$ cat src/rtl/multicycle_ctrl_fsm.sv
// Main control FSM of the multicycle RV32I core: sequences fetch, decode, execute,
// memory and writeback over the shared-memory datapath, and counts retired instructions.
module multicycle_ctrl_fsm #(
  parameter bit MEM_HANDSHAKE   = 1'b1,
  parameter bit TRAP_ON_ILLEGAL = 1'b1,
  parameter int CNT_W           = 32
) (
  input  logic             clk,
  input  logic             reset,
  input  logic [6:0]       op,
  input  logic             mem_ready,
  output logic             branch,
  output logic             pc_update,
  output logic             reg_write,
  output logic             mem_write,
  output logic             ir_write,
  output logic [1:0]       result_src,
  output logic [1:0]       alu_src_a,
  output logic [1:0]       alu_src_b,
  output logic             adr_src,
  output logic [1:0]       alu_op,
  output logic             mem_req,
  output logic             illegal,
  output logic [4:0]       state_o,
  output logic [CNT_W-1:0] instret
);

  typedef enum logic [4:0] {
    S_FETCH     = 5'd0,
    S_DECODE    = 5'd1,
    S_EXEC_R    = 5'd2,
    S_EXEC_I    = 5'd3,
    S_ALU_WB    = 5'd4,
    S_MEM_ADR   = 5'd5,
    S_MEM_READ  = 5'd6,
    S_MEM_WB    = 5'd7,
    S_MEM_WRITE = 5'd8,
    S_BRANCH    = 5'd9,
    S_JAL       = 5'd10,
    S_JALR      = 5'd11,
    S_JALR_WB   = 5'd12,
    S_LUI       = 5'd13,
    S_AUIPC     = 5'd14,
    S_TRAP      = 5'd15
  } state_t;

  typedef struct packed {
    logic       branch;
    logic       pc_update;
    logic       reg_write;
    logic       mem_write;
    logic       mem_req;
    logic       illegal;
    logic       adr_src;
    logic [1:0] result_src;
    logic [1:0] alu_src_a;
    logic [1:0] alu_src_b;
    logic [1:0] alu_op;
  } ctrl_t;

  localparam logic [6:0] OP_R     = 7'b0110011;
  localparam logic [6:0] OP_I     = 7'b0010011;
  localparam logic [6:0] OP_LOAD  = 7'b0000011;
  localparam logic [6:0] OP_STORE = 7'b0100011;
  localparam logic [6:0] OP_BR    = 7'b1100011;
  localparam logic [6:0] OP_JAL   = 7'b1101111;
  localparam logic [6:0] OP_JALR  = 7'b1100111;
  localparam logic [6:0] OP_LUI   = 7'b0110111;
  localparam logic [6:0] OP_AUIPC = 7'b0010111;

  state_t state;
  state_t state_next;
  ctrl_t  ctrl_q;
  logic   rdy;
  logic   retire;
  logic   in_fetch;
  logic   active;

  // Moore control word of a state; the rdy-qualified FETCH strobes are added at the outputs.
  function automatic ctrl_t decode(input state_t s);
    ctrl_t c;
    c = '0;
    case (s)
      S_FETCH:     begin c.mem_req = 1'b1; c.alu_src_b = 2'b10; c.result_src = 2'b10; end
      S_DECODE:    begin c.alu_src_a = 2'b01; c.alu_src_b = 2'b01; end
      S_EXEC_R:    begin c.alu_src_a = 2'b10; c.alu_op = 2'b10; end
      S_EXEC_I:    begin c.alu_src_a = 2'b10; c.alu_src_b = 2'b01; c.alu_op = 2'b10; end
      S_ALU_WB:    c.reg_write = 1'b1;
      S_MEM_ADR:   begin c.alu_src_a = 2'b10; c.alu_src_b = 2'b01; end
      S_MEM_READ:  begin c.adr_src = 1'b1; c.mem_req = 1'b1; end
      S_MEM_WB:    begin c.result_src = 2'b01; c.reg_write = 1'b1; end
      S_MEM_WRITE: begin c.adr_src = 1'b1; c.mem_req = 1'b1; c.mem_write = 1'b1; end
      S_BRANCH:    begin c.alu_src_a = 2'b10; c.alu_op = 2'b01; c.branch = 1'b1; end
      S_JAL:       begin c.alu_src_a = 2'b01; c.alu_src_b = 2'b10; c.pc_update = 1'b1; end
      S_JALR:      begin
        c.alu_src_a = 2'b10; c.alu_src_b = 2'b01; c.result_src = 2'b10; c.pc_update = 1'b1;
      end
      S_JALR_WB:   begin
        c.alu_src_a = 2'b01; c.alu_src_b = 2'b10; c.result_src = 2'b10; c.reg_write = 1'b1;
      end
      S_LUI:       begin c.alu_src_a = 2'b11; c.alu_src_b = 2'b01; end
      S_AUIPC:     begin c.alu_src_a = 2'b01; c.alu_src_b = 2'b01; end
      S_TRAP:      c.illegal = 1'b1;
      default:     c = '0;
    endcase
    return c;
  endfunction

  assign rdy = MEM_HANDSHAKE ? mem_ready : 1'b1;

  always_comb begin
    state_next = S_FETCH;
    retire     = 1'b0;
    case (state)
      S_FETCH:  state_next = rdy ? S_DECODE : S_FETCH;
      S_DECODE: begin
        case (op)
          OP_R:             state_next = S_EXEC_R;
          OP_I:             state_next = S_EXEC_I;
          OP_LOAD, OP_STORE: state_next = S_MEM_ADR;
          OP_BR:            state_next = S_BRANCH;
          OP_JAL:           state_next = S_JAL;
          OP_JALR:          state_next = S_JALR;
          OP_LUI:           state_next = S_LUI;
          OP_AUIPC:         state_next = S_AUIPC;
          default:          state_next = S_TRAP;
        endcase
      end
      S_EXEC_R, S_EXEC_I, S_JAL, S_LUI, S_AUIPC: state_next = S_ALU_WB;
      S_ALU_WB, S_MEM_WB, S_BRANCH, S_JALR_WB: begin
        state_next = S_FETCH;
        retire     = 1'b1;
      end
      S_MEM_ADR:   state_next = (op == OP_LOAD) ? S_MEM_READ : S_MEM_WRITE;
      S_MEM_READ:  state_next = rdy ? S_MEM_WB : S_MEM_READ;
      S_MEM_WRITE: begin
        state_next = rdy ? S_FETCH : S_MEM_WRITE;
        retire     = rdy;
      end
      S_JALR:      state_next = S_JALR_WB;
      S_TRAP:      state_next = TRAP_ON_ILLEGAL ? S_TRAP : S_FETCH;
      default:     state_next = S_FETCH;
    endcase
  end

  // Control word is registered from the next state so it lines up with the state register.
  always_ff @(posedge clk) begin
    if (reset) begin
      state   <= S_FETCH;
      ctrl_q  <= decode(S_FETCH);
      instret <= '0;
    end else begin
      state  <= state_next;
      ctrl_q <= decode(state_next);
      if (retire) begin
        instret <= instret + CNT_W'(1);
      end
    end
  end

  assign state_o  = state;
  assign in_fetch = (state == S_FETCH);
  // Reset and any unused state code silence every control output immediately.
  assign active   = !reset && (state_o <= 5'd15);

  assign branch     = active & ctrl_q.branch;
  assign pc_update  = active & (ctrl_q.pc_update | (in_fetch & rdy));
  assign reg_write  = active & ctrl_q.reg_write;
  assign mem_write  = active & ctrl_q.mem_write;
  assign ir_write   = active & in_fetch & rdy;
  assign result_src = {2{active}} & ctrl_q.result_src;
  assign alu_src_a  = {2{active}} & ctrl_q.alu_src_a;
  assign alu_src_b  = {2{active}} & ctrl_q.alu_src_b;
  assign adr_src    = active & ctrl_q.adr_src;
  assign alu_op     = {2{active}} & ctrl_q.alu_op;
  assign mem_req    = active & ctrl_q.mem_req;
  assign illegal    = active & ctrl_q.illegal;

endmodule

$ cat config.mk
export PLATFORM = sky130hd
export DESIGN_NAME = multicycle_ctrl_fsm
export DESIGN_NICKNAME = d
export VERILOG_FILES = /design/src/rtl/multicycle_ctrl_fsm.sv
export SDC_FILE = /design/constraint.sdc
export NUM_CORES = 1
export LEC_CHECK = 0
export ABC_AREA = 1
export CAP_MARGIN = 30
export CORE_ASPECT_RATIO = 1.75
export CORE_MARGIN = 5
export CORE_UTILIZATION = 45
export DETAILED_ROUTE_END_ITERATION = 10
export GPL_TIMING_DRIVEN = 0
export HOLD_SLACK_MARGIN = 0.03
export PLACE_DENSITY_LB_ADDON = 0.08
export SKIP_CTS_REPAIR_TIMING = 1
export SLEW_MARGIN = 20
export SYNTH_ARGS = -nofsm -noshare
export SYNTH_HDL_FRONTEND = slang
export SYNTH_SLANG_ARGS = --single-unit
$ cat constraint.sdc
create_clock -name clk -period 2.38 [get_ports clk]
set_clock_uncertainty 0.2 [all_clocks]
set_input_delay 0.476 -clock clk [delete_from_list [all_inputs] [get_ports clk]]
set_output_delay 0.476 -clock clk [all_outputs]
set_load 0.05 [all_outputs]
==> impl_metrics.env, run 1 <==
export IMPL_drive_gt1_share_pct=17.3
export IMPL_utilization_pct=60.2
export IMPL_vias=2698
export IMPL_drc=0
export IMPL_min_path_type="register to register"
export IMPL_wl_met3_um=202
export IMPL_p_leak_nw=1.72
export IMPL_timing_hold_worst_endpoint="instret[4]"
export IMPL_finalSetupTns_ns=0
export IMPL_clock_sink_count=50
export IMPL_synthCells=408
export IMPL_grt_pass1_vias=2653
export IMPL_ys_seq_area_share_pct=35.0
export IMPL_initial_core_util_pct=46.2
export IMPL_syn_nets=419
export IMPL_switching_share_pct=40.7
export IMPL_synth_distinct_cells=44
export IMPL_wl_met2_um=3840
export IMPL_antenna_found_initial=0
export IMPL_timing_final_crit_period_ns=2.32
export IMPL_tightest_slew_ns=0.604
export IMPL_p_per_area_nw_per_um2=637
export IMPL_syn_area_um2=2860
export IMPL_core_area_um2=6180
export IMPL_hold_path_depth=2
export IMPL_overflow=0
export IMPL_pin_count=63
export IMPL_cts_buffers=5
export IMPL_ys_ff_latch=50
export IMPL_synth_edf_count=0
export IMPL_synthArstFlopShare_pct=0
export IMPL_grt_max_degree=18
export IMPL_routedWlPerCell_um=12.6
export IMPL_m1WireLength_um=2680
export IMPL_area_delta_synth_final_pct=30.3
export IMPL_cts_root_buffer_cell="clkbuf_8"
export IMPL_finalNetCount=485
export IMPL_r2r_end="instret[27]"
export IMPL_worst_path_max_fanout=5
export IMPL_post_route_period_util_pct=97.3
export IMPL_switchingPower_w=0.000966
export IMPL_stdcell_count=555
export IMPL_max_cap_violations=0
export IMPL_reg2reg_from="instret[13]"
export IMPL_htreeDepth=2
export IMPL_rr_worst_depth=7
export IMPL_drtAntennaViolNets=0
export IMPL_grt_usage_pct=18.1
export IMPL_synth_area_per_cell_um2=7.00
export IMPL_dp_hpwl_um=5610
export IMPL_clockBufferDepth=2
export IMPL_hold_viol=0
export IMPL_diodes=0
export IMPL_grt_pass1_wl_um=11900
export IMPL_top_layer="met4"
export IMPL_num_rows=38
export IMPL_combPwrFrac_pct=37.7
export IMPL_worst_path_max_delay_cell="clkdlybuf4s50_1"
export IMPL_path_delay_family="buffers and inverters"
export IMPL_synth_flop_cell="dfxtp_1"
export IMPL_hold_start="instret[4]"
export IMPL_internal_power_w=0.00141
export IMPL_pwr_share_seq_pct=40.7
export IMPL_worstSetupStartpointType="register"
export IMPL_first_pass_iters=5
export IMPL_yosysWarnings=0
export IMPL_status="completed"
export IMPL_reg2reg_slack_ns=0.33
export IMPL_gp_congestion=0.901
export IMPL_worst_ir_drop_vdd_v=0.000443
export IMPL_cp_end_kind="output pin"
export IMPL_fillers=605
export IMPL_die_h_um=115
export IMPL_synth_largest_area_cell="dfxtp_1"
export IMPL_critPathKind="register to output pin"
export IMPL_synth_top_cell_area_share_pct=35.0
export IMPL_slowest_delay_ns=0.86
export IMPL_clock_fmax_mhz=432
export IMPL_place_inst=548
export IMPL_synthTopCellsByArea="dfxtp_1, nor2_1, nand2_1"
export IMPL_clkTransAtPathRegs_ns=0.09
export IMPL_worstPathCellList="clkdlybuf4s50_1"
export IMPL_clkPwrFrac_pct=21.6
export IMPL_io_buffers=60
export IMPL_dieArea_um2=8110
export IMPL_dieWidth_um=70.2
export IMPL_slew_violations=0
export IMPL_drtIter0Drc=126
export IMPL_required_ns=1.70
export IMPL_totalWireLength_um=6970
export IMPL_slew_headroom_pct=59.7
export IMPL_cp_buffers_inverters=1
export IMPL_cts_tree="done"
export IMPL_cp_arrival_ns=1.64
export IMPL_clkLatencyLatePin_ns=0.31
export IMPL_setup_viol=0
export IMPL_vias_per_cell=4.86
## kinds of logic after synthesis
logic type	Yosys count	share of synthesized area, %
xor gates and xnor gates	9	2.76
adders and majority gates	1	0.438
other	1	0.131
DFF	50	35.0
and+or+nand+nor	220	40.5
buffers and inverters	77	10.7
AOI/OAI and AO/OA	50	10.4
## worst max-delay path by stage
stage               startpoint         end  slack, ns  cells past startpoint
floorplan           state_o[3]    ir_write       0.02                      5
global placement     mem_ready    ir_write      -0.72                      6
detailed placement   mem_ready    ir_write      -0.69                      6
CTS                  mem_ready    ir_write      -0.70                      6
global route        state_o[3]    ir_write     -0.001                      6
finish              instret[2]  instret[2]       0.06                      1
## per-layer routing
layer	vias up	global-route usage, %
met5	-	0
met4	0	9.72
met3	16	3.56
met2	56	34.8
met1	1198	18.0
li1	1428	-
## cell usage in the layout, fill, tap and decap left out, types with 7 or more instances in the layout
cell type	instances
dfxtp_1	50
clkdlybuf4s50_1	41
nand2_1	60
nand4_1	7
nand3_1	21
nor2_4	7
dlymetal6s2s_1	17
a21oi_1	19
nand2_2	13
nor2_1	68
o21ai_0	17
inv_2	14
nor2_2	9
nor3_1	16
inv_1	52
## state kept, by name, summed over array words and instances, names as in the netlist
name     count
instret     32
state_o      4
ctrl_q      14
## cell usage after synthesis, drive strengths merged (2+ instances only)
cell type,n
nand2,76
o21ai,21
o21a,3
a21oi,22
a31oi,3
xor2,6
clkbuf,4
nand3,23
inv,67
nor2,85
nor3b,2
nand4,10
nor3,20
nor4,3
buf,5
xnor2,3
dfxtp,50
## power by group through the flow
stage / sequential (W) / clock, W / combinational, W
finish: 0.000965 / 0.000513 / 0.000895
global route: 0.000978 / 0.000574 / 0.000974
CTS: 0.000963 / 0.000532 / 0.000888
detailed placement: 0.000983 / 0 / 0.000886
global placement: 0.000982 / 0 / 0.000879
floorplan: 0.00106 / 0 / 0.000580
## area by class of cell
cell class | count | area [um^2] | share of cell area, %
well taps | 80 | 100 | 2.69
flip-flops and latches | 50 | 1000 | 26.9
clock inverters | 3 | 25.0 | 0.672
repair buffers | 60 | 646 | 17.3
multi-input cells | 281 | 1580 | 42.4
inverters | 68 | 258 | 6.92
clock buffers | 5 | 68.8 | 1.85
plain buffers | 8 | 47.5 | 1.28
## per-stage QoR
step	total power (W)	area [um^2]	worst slack, ns	hold WS [ns]
2_1_floorplan	0.00164	2860	0.0196	0.458
6_report	0.00237	3720	0.0631	0.275
3_3_place_gp	0.00186	3560	-0.716	0.258
4_1_cts	0.00238	3650	-0.697	0.277
5_1_grt	0.00253	3720	-0.000975	0.303
3_5_place_dp	0.00187	3560	-0.692	0.263
Power figures use the tool's default switching activity.
==> inputs of run 2 (changes only) <==
Settings changed: HOLD_SLACK_MARGIN 0.03 to 0.02.
==> results of run 2 <==
Same layout as run 1: the final DEF is identical, and so are final timing and power.
